--- src/rtl/serial_parity_acc.sv ---
// serial_parity_acc: deserialising shift register with running XOR and bit index.
`default_nettype none

module serial_parity_acc #(
  parameter int DATA_W    = 8,
  parameter bit MSB_FIRST = 1'b1
) (
  input  logic              clk,
  input  logic              rst,
  input  logic              clear,
  input  logic              shift,
  input  logic              bit_in,
  output logic [DATA_W-1:0] data,
  output logic              acc,
  output logic              last
);

  localparam int IDX_W = (DATA_W > 1) ? $clog2(DATA_W) : 1;

  logic [IDX_W-1:0]  idx;
  logic [DATA_W-1:0] sr;
  logic [DATA_W-1:0] sr_next;

  generate
    if (DATA_W == 1) begin : g_single
      assign sr_next = bit_in;
    end else if (MSB_FIRST) begin : g_msb_first
      assign sr_next = {sr[DATA_W-2:0], bit_in};
    end else begin : g_lsb_first
      assign sr_next = {bit_in, sr[DATA_W-1:1]};
    end
  endgenerate

  // High while the bit about to be accepted is the last data bit of the frame.
  assign last = (idx == IDX_W'(DATA_W - 1));
  assign data = sr;

  always_ff @(posedge clk) begin
    if (rst) begin
      sr  <= '0;
      idx <= '0;
      acc <= 1'b0;
    end else if (clear) begin
      idx <= '0;
      acc <= 1'b0;
    end else if (shift) begin
      sr  <= sr_next;
      acc <= acc ^ bit_in;
      idx <= last ? '0 : idx + 1'b1;
    end
  end

endmodule

`default_nettype wire

--- config.mk ---
export PLATFORM = sky130hd
export DESIGN_NAME = serial_parity_acc
export DESIGN_NICKNAME = d
export VERILOG_FILES = /design/src/rtl/serial_parity_acc.sv
export SDC_FILE = /design/constraint.sdc
export NUM_CORES = 1
export LEC_CHECK = 0
export BUFFER_PORTS_ARGS = -buffer_cell sky130_fd_sc_hd__buf_2
export CAP_MARGIN = 30
export CELL_PAD_IN_SITES_DETAIL_PLACEMENT = 0
export CELL_PAD_IN_SITES_GLOBAL_PLACEMENT = 1
export CORE_MARGIN = 5
export CORE_UTILIZATION = 33
export DETAILED_ROUTE_END_ITERATION = 10
export MAX_ROUTING_LAYER = met4
export PLACE_DENSITY = 0.68
export SETUP_SLACK_MARGIN = 0.1
export SLEW_MARGIN = 20
export SYNTH_ARGS = -nofsm -noshare
export SYNTH_HDL_FRONTEND = slang
export SYNTH_SLANG_ARGS = --single-unit
export TNS_END_PERCENT = 30
--- constraint.sdc ---
create_clock -name clk -period 1.55 [get_ports clk]
set_clock_uncertainty 0.1 [all_clocks]
set_input_delay 0.31 -clock clk [delete_from_list [all_inputs] [get_ports clk]]
set_output_delay 0.31 -clock clk [all_outputs]
set_load 0.01 [all_outputs]
==> results of run 1 <==
-- power breakdown --
group | switching (W) | leakage (nW) | internal, W
clock network | 0.0000971 | 0.0138 | 0.0000898
registers | 0.00000320 | 0.0979 | 0.000313
logic | 0.0000248 | 0.147 | 0.0000155
-- synth_stat cells, types with 2 or more instances --
master and n:
nor3_1 4, ha_1 2, a21oi_1 8, buf_4 2, dfxtp_1 12, mux2i_1 2, nand2_1 17
-- metrics by stage --
stage	instance area, um^2	std cells	util, %
detailed placement	541	80	40.5
finish	604	84	45.3
global placement	541	80	40.5
floorplan	482	55	-
global route	604	84	45.3
CTS	604	84	45.3
-- cell type report --
class	count	area [um^2]	area share, %
Timing Repair Buffer	15	83.8	13.9
Tap cell	15	18.8	3.11
Sequential cell	12	243	40.2
Multi-Input combinational cell	38	233	38.5
Inverter	1	3.75	0.621
Clock buffer	3	22.5	3.73
-- how the worst min path moves through the flow --
| stage | startpoint | to | slack [ns] | depth (start not counted) |
|---|---|---|---|---|
| after floorplan | rst | idx[0] | 0.29 | 1 |
| after global placement | data[7] | data[7] | 0.34 | 2 |
| after detailed placement | data[7] | data[7] | 0.35 | 2 |
| after CTS | clear | idx[0] | 0.16 | 2 |
| after global routing | clear | idx[2] | 0.18 | 2 |
| final | clear | idx[0] | 0.17 | 2 |
-- timing repair --
item	in CTS	in global routing
endpoints found under the setup margin	1	1
gates resized for setup	7	0
endpoints found under the hold margin	0	0
hold buffers	0	0
buffers inserted	1	0
gates cloned	0	0
pin swaps	0	1
-- state kept, by name, summed over array words and instances, names as in the netlist --
signal,flops
idx,3
acc,1
data,8
-- cells in the final DEF (no fill, tap or decap), types with 2 or more instances in the layout --
master,n
buf_2,13
ha_4,2
nor3_1,4
dfxtp_2,2
a21oi_1,8
mux2i_1,2
nand2_1,17
clkbuf_4,3
dfxtp_1,10
-- cell families after synthesis --
group,count (synthesis),synth area share [%]
AND/OR/NAND/NOR,24,21.8
flip-flops,12,49.9
AO/OA/AOI/OAI,9,10.1
buffers and inverters,5,7.01
multiplexers,2,4.16
adder cells (fa/ha/maj),2,5.19
XOR/XNOR,1,1.82
-- layer usage --
layer | routed length [um] | GRT usage [%] | share of wire (%)
met3 | 89 | 6.64 | 9.2
met2 | 388 | 13.8 | 40
met1 | 474 | 11.9 | 49
met4 | 10 | 4.84 | 1.0
met5 | 0 | - | 0
==> reports/summary.txt, run 1 <==
logic depth of the worst register-to-register path = 5
clock slew at the register clock pins of the worst setup and hold paths = 0.07 ns
final antenna diode count = 0
final antenna-violating net count = 0
count of maximum capacitance violations = 0
post-layout min period = 1.44 ns
most used flip-flop cell after synthesis = dfxtp_1
largest net degree at the start of global routing = 13
number of ports placed on the die boundary = 15
startpoint kind of the worst setup timing path = register
dpl ws = 0.316 ns
wire length of the first global-routing pass = 1.53 mm
final layout net count = 78
buffering stage count on the worst path with inverters included = 1
cell family with most CP delay = flip-flops
number of warnings printed during yosys synthesis = 0
via count of the first global-routing pass = 348
Power Dens Cells = 899 nW/um^2
share of flip-flops with an asynchronous set or reset after synthesis = 0%
Final Total Pwr = 0.000543 W
Setup Crit Path Kind = register to primary output
setup repair after global routing missed its margin = true
crit share post-route = 92.8%
vertical die dimension = 48.2 um
Critical path destination = last
slowest CP cell = dfxtp_2
number of fillers in the final layout = 158
crit path DAT = 1.03 ns
result of the run = completed
Synth top area share = 49.9%
starting DRC count in detailed routing = 4
Port Buffers = 14
fmax = 695 MHz
vias per inst = 4.82
Post-Synthesis Cells = 55
CTS buffer count = 3
total track usage = 10.4%
Unique masters post-synth = 15
Pre-antenna DRT Iters = 3
hold_ws = 0.170 ns
#FFs+latches synth = 12
largest cells by area after synthesis = dfxtp_1 (50%), nand2_1 (13%), a21oi_1 (8.3%)
actual slew at the worst max-slew pin = 0.313 ns
share of post-route cells with drive strength above 1 = 33.3%
Max transition margin = 79.1%
antenna violations before repair = 0
area of the core = 1330 um^2
routability congestion estimate from global placement = 0.644
Skew-Pair Late Insertion Delay = 0.27 ns
worst IR drop on VDD = 619 uV
number of core rows = 13
reg-to-reg startpoint = idx[1]
endpoint of the most critical register-to-register path = idx[0]
level count of the clock H-tree = 1
final setup violation count = 0
Area Overhead vs Synth = 25.5%
final slew viol count = 0
first element of the critical path = idx[1]
Overflow after GRT = 0
endpoints failing hold = 0
routed vias = 405
clock sink count = 12
cell area after synthesis = 482 um^2
Die Outline Area = 2320 um^2
sequential fraction of the synthesis area = 49.9%
dpl hpwl = 643 um
Worst path depth = 3
maximum root-to-sink buffer count = 2
buffer cell driving the clock tree root = clkbuf_4
Synth area leader = dfxtp_1
final total negative setup slack = 0 ns
Routed Wire Length = 963 um
net count of the mapped netlist = 62
critical-path maximum fanout = 2
Max stage delay on crit path = 0.34 ns
remaining routing DRC violations = 0
type of the worst min-delay path = input pin to register
Worst R2R Setup Slack = 0.37 ns
final setup margin = 0.112 ns
worst path cell trace = ha_4 -> ha_4 -> buf_6
nature of the critical path endpoint = primary output
Die Wd = 48.2 um
clock tree from TritonCTS = built
Leakage = 0.259 nW
average wire length per cell after detail routing = 11.5 um
most repeated library cell on the critical path = ha_4
mean area per synthesized cell = 8.76 um^2
critical path required time = 1.14 ns
initial standard-cell utilization of the core = 36.1%
Post-synth EDFFs = 0
(Power assumes the default switching activity.)
==> inputs of run 2 (changes only) <==
Settings changed: CORE_MARGIN 5 to not set, CTS_CLUSTER_DIAMETER set to 200.
==> run 2 against run 1 <==
Against the previous run: maximum frequency fell by 0.32%; final area rose by 3.5%; flip-flop and latch count did not move; largest cell class unchanged; highest routed layer unchanged.
==> reports/summary.txt, run 2 (synthesis results as in run 1) <==
Largest register FFs = 8 (unchanged)
startpoint kind of the worst setup timing path = register
slowest CP cell = dfxtp_2
Overflow after GRT = 0 (unchanged)
Port Buffers = 14 (unchanged)
logic depth of the worst register-to-register path = 6 (+1)
final layout net count = 79 (+1.3%)
Max stage delay on crit path = 0.34 ns (about the same)
post-route design area = 626 um^2 (+3.5%)
final antenna diode count = 0 (unchanged)
Skew-Pair Late Insertion Delay = 0.27 ns (about the same)
area of the core = 1330 um^2 (unchanged)
final total negative setup slack = 0 ns (unchanged)
via count of the first global-routing pass = 329 (-5.5%)
Hold Path Origin = clear
worst path cell trace = ha_4 -> ha_4 -> buf_6
Area Overhead vs Synth = 29.9%
post-cts hold buffer count = 0 (unchanged)
average wire length per cell after detail routing = 10.3 um (-10%)
area occupied by multi-input gates = 233 um^2 (unchanged)
maximum root-to-sink buffer count = 2 (unchanged)
routed vias = 407 (+0.49%)
result of the run = completed
Leakage = 0.272 nW (+4.9%)
type of the worst min-delay path = input pin to register
cell family with most CP delay = flip-flops
number of ports placed on the die boundary = 15 (unchanged)
most repeated library cell on the critical path = ha_4
dpl hpwl = 623 um (-3.1%)
starting DRC count in detailed routing = 7 (+3)
final antenna-violating net count = 0 (unchanged)
total area of sequential cells = 243 um^2 (unchanged)
routability congestion estimate from global placement = 0.628 (-2.5%)
buffer cell driving the clock tree root = clkbuf_4
initial standard-cell utilization of the core = 36.1% (unchanged)
remaining routing DRC violations = 0 (unchanged)
number of fillers in the final layout = 143 (-9.5%)
Worst R2R Setup Slack = 0.25 ns (-0.12 ns)
fmax = 693 MHz (-0.32%)
Routed Wire Length = 887 um (-7.9%)
worst IR drop on VDD = 542 uV (-12%)
final slew viol count = 0 (unchanged)
clock sink count = 12 (unchanged)
placed instance area = 541 um^2 (unchanged)
wire length of the first global-routing pass = 1.36 mm (-11%)
endpoints failing hold = 0 (unchanged)
crit share post-route = 93.1% (+0.30 points)
endpoint of the most critical register-to-register path = idx[0]
most frequent standard cell in the layout excluding fill and tap cells = nand2_1
Max transition margin = 80.1% (+0.93 points)
vertical die dimension = 40.2 um (-17%)
antenna violations before repair = 0 (unchanged)
Power Dens Cells = 965 nW/um^2 (+7.4%)
setup repair after global routing missed its margin = true
number of core rows = 13 (unchanged)
reg-to-reg startpoint = idx[1]
actual slew at the worst max-slew pin = 0.299 ns (-0.0139 ns)
critical-path maximum fanout = 2 (unchanged)
nature of the critical path endpoint = primary output
clock slew at the register clock pins of the worst setup and hold paths = 0.08 ns (about the same)
largest net degree at the start of global routing = 13 (unchanged)
crit path DAT = 1.03 ns (about the same)
CTS buffer count = 3 (unchanged)
buffering stage count on the worst path with inverters included = 1 (unchanged)
Setup Crit Path Kind = register to primary output
Die Wd = 40.2 um (-17%)
Die Outline Area = 1620 um^2 (-30%)
share of post-route cells with drive strength above 1 = 35.2% (+1.9 points)
post-layout min period = 1.44 ns (+0.00459 ns)
level count of the clock H-tree = 1 (unchanged)
clock tree from TritonCTS = built
Pre-antenna DRT Iters = 4 (+1)
vias per inst = 4.73 (-1.8%)
Hold Path Stages = 2 (unchanged)
Hold Path Sink = idx[1]
core occupancy in the finished layout = 46.9% (+1.6 points)
count of maximum capacitance violations = 0 (unchanged)
most frequent cells in the layout = nand2_1 (17), buf_2 (13), dfxtp_1 (10)
critical path required time = 1.14 ns (about the same)
total track usage = 13.8% (+3.4 points)
final setup violation count = 0 (unchanged)
[run 2: final cells by class]
cell class	instances	area share [%]
inverter	1	0.600
sequential	12	38.8
multi-input combinational	38	37.2
clock buffer	4	5.80
tap	15	3.00
timing repair buffer	16	14.6
[run 2: routing by layer]
| metal | part of all wire (%) | GRT usage (%) |
|---|---|---|
| met3 | 5.6 | 6.67 |
| met4 | 1.4 | 7.50 |
| met2 | 44 | 20.2 |
| met1 | 48 | 15.3 |
| met5 | 0 | - |
[run 2: worst max-delay path by stage]
stage	startpoint	to	slack, ns	cells past startpoint
after global placement	idx[0]	last	0.33	3
after floorplan	idx[0]	idx[0]	0.34	5
after global routing	idx[1]	last	0.07	3
final	idx[1]	last	0.11	3
after CTS	idx[1]	last	0.10	3
after detailed placement	idx[0]	idx[0]	0.29	5
[run 2: timing repair]
item,4_1_cts,5_1_grt
resized for setup,7,0
setup buffers,2,0
pin swaps,0,1
setup endpoints to repair,1,1
hold endpoints to repair,0,0
[run 2: power breakdown]
group          switching, W  leakage [nW]  internal [W]  total [W]
logic             0.0000244         0.153     0.0000155  0.0000399
clock network      0.000105        0.0210      0.000143   0.000248
registers        0.00000320        0.0979      0.000313   0.000316
[run 2: per-stage QoR]
| stage | hold WS [ns] | std cells | total power (W) | setup slack, ns |
|---|---|---|---|---|
| floorplan | 0.287 | 55 | 0.000352 | 0.335 |
| global placement | 0.342 | 80 | 0.000361 | 0.335 |
| detailed placement | 0.343 | 80 | 0.000361 | 0.292 |
| CTS | 0.163 | 86 | 0.000610 | 0.104 |
| global route | 0.169 | 86 | 0.000631 | 0.0720 |
| finish | 0.164 | 86 | 0.000604 | 0.107 |
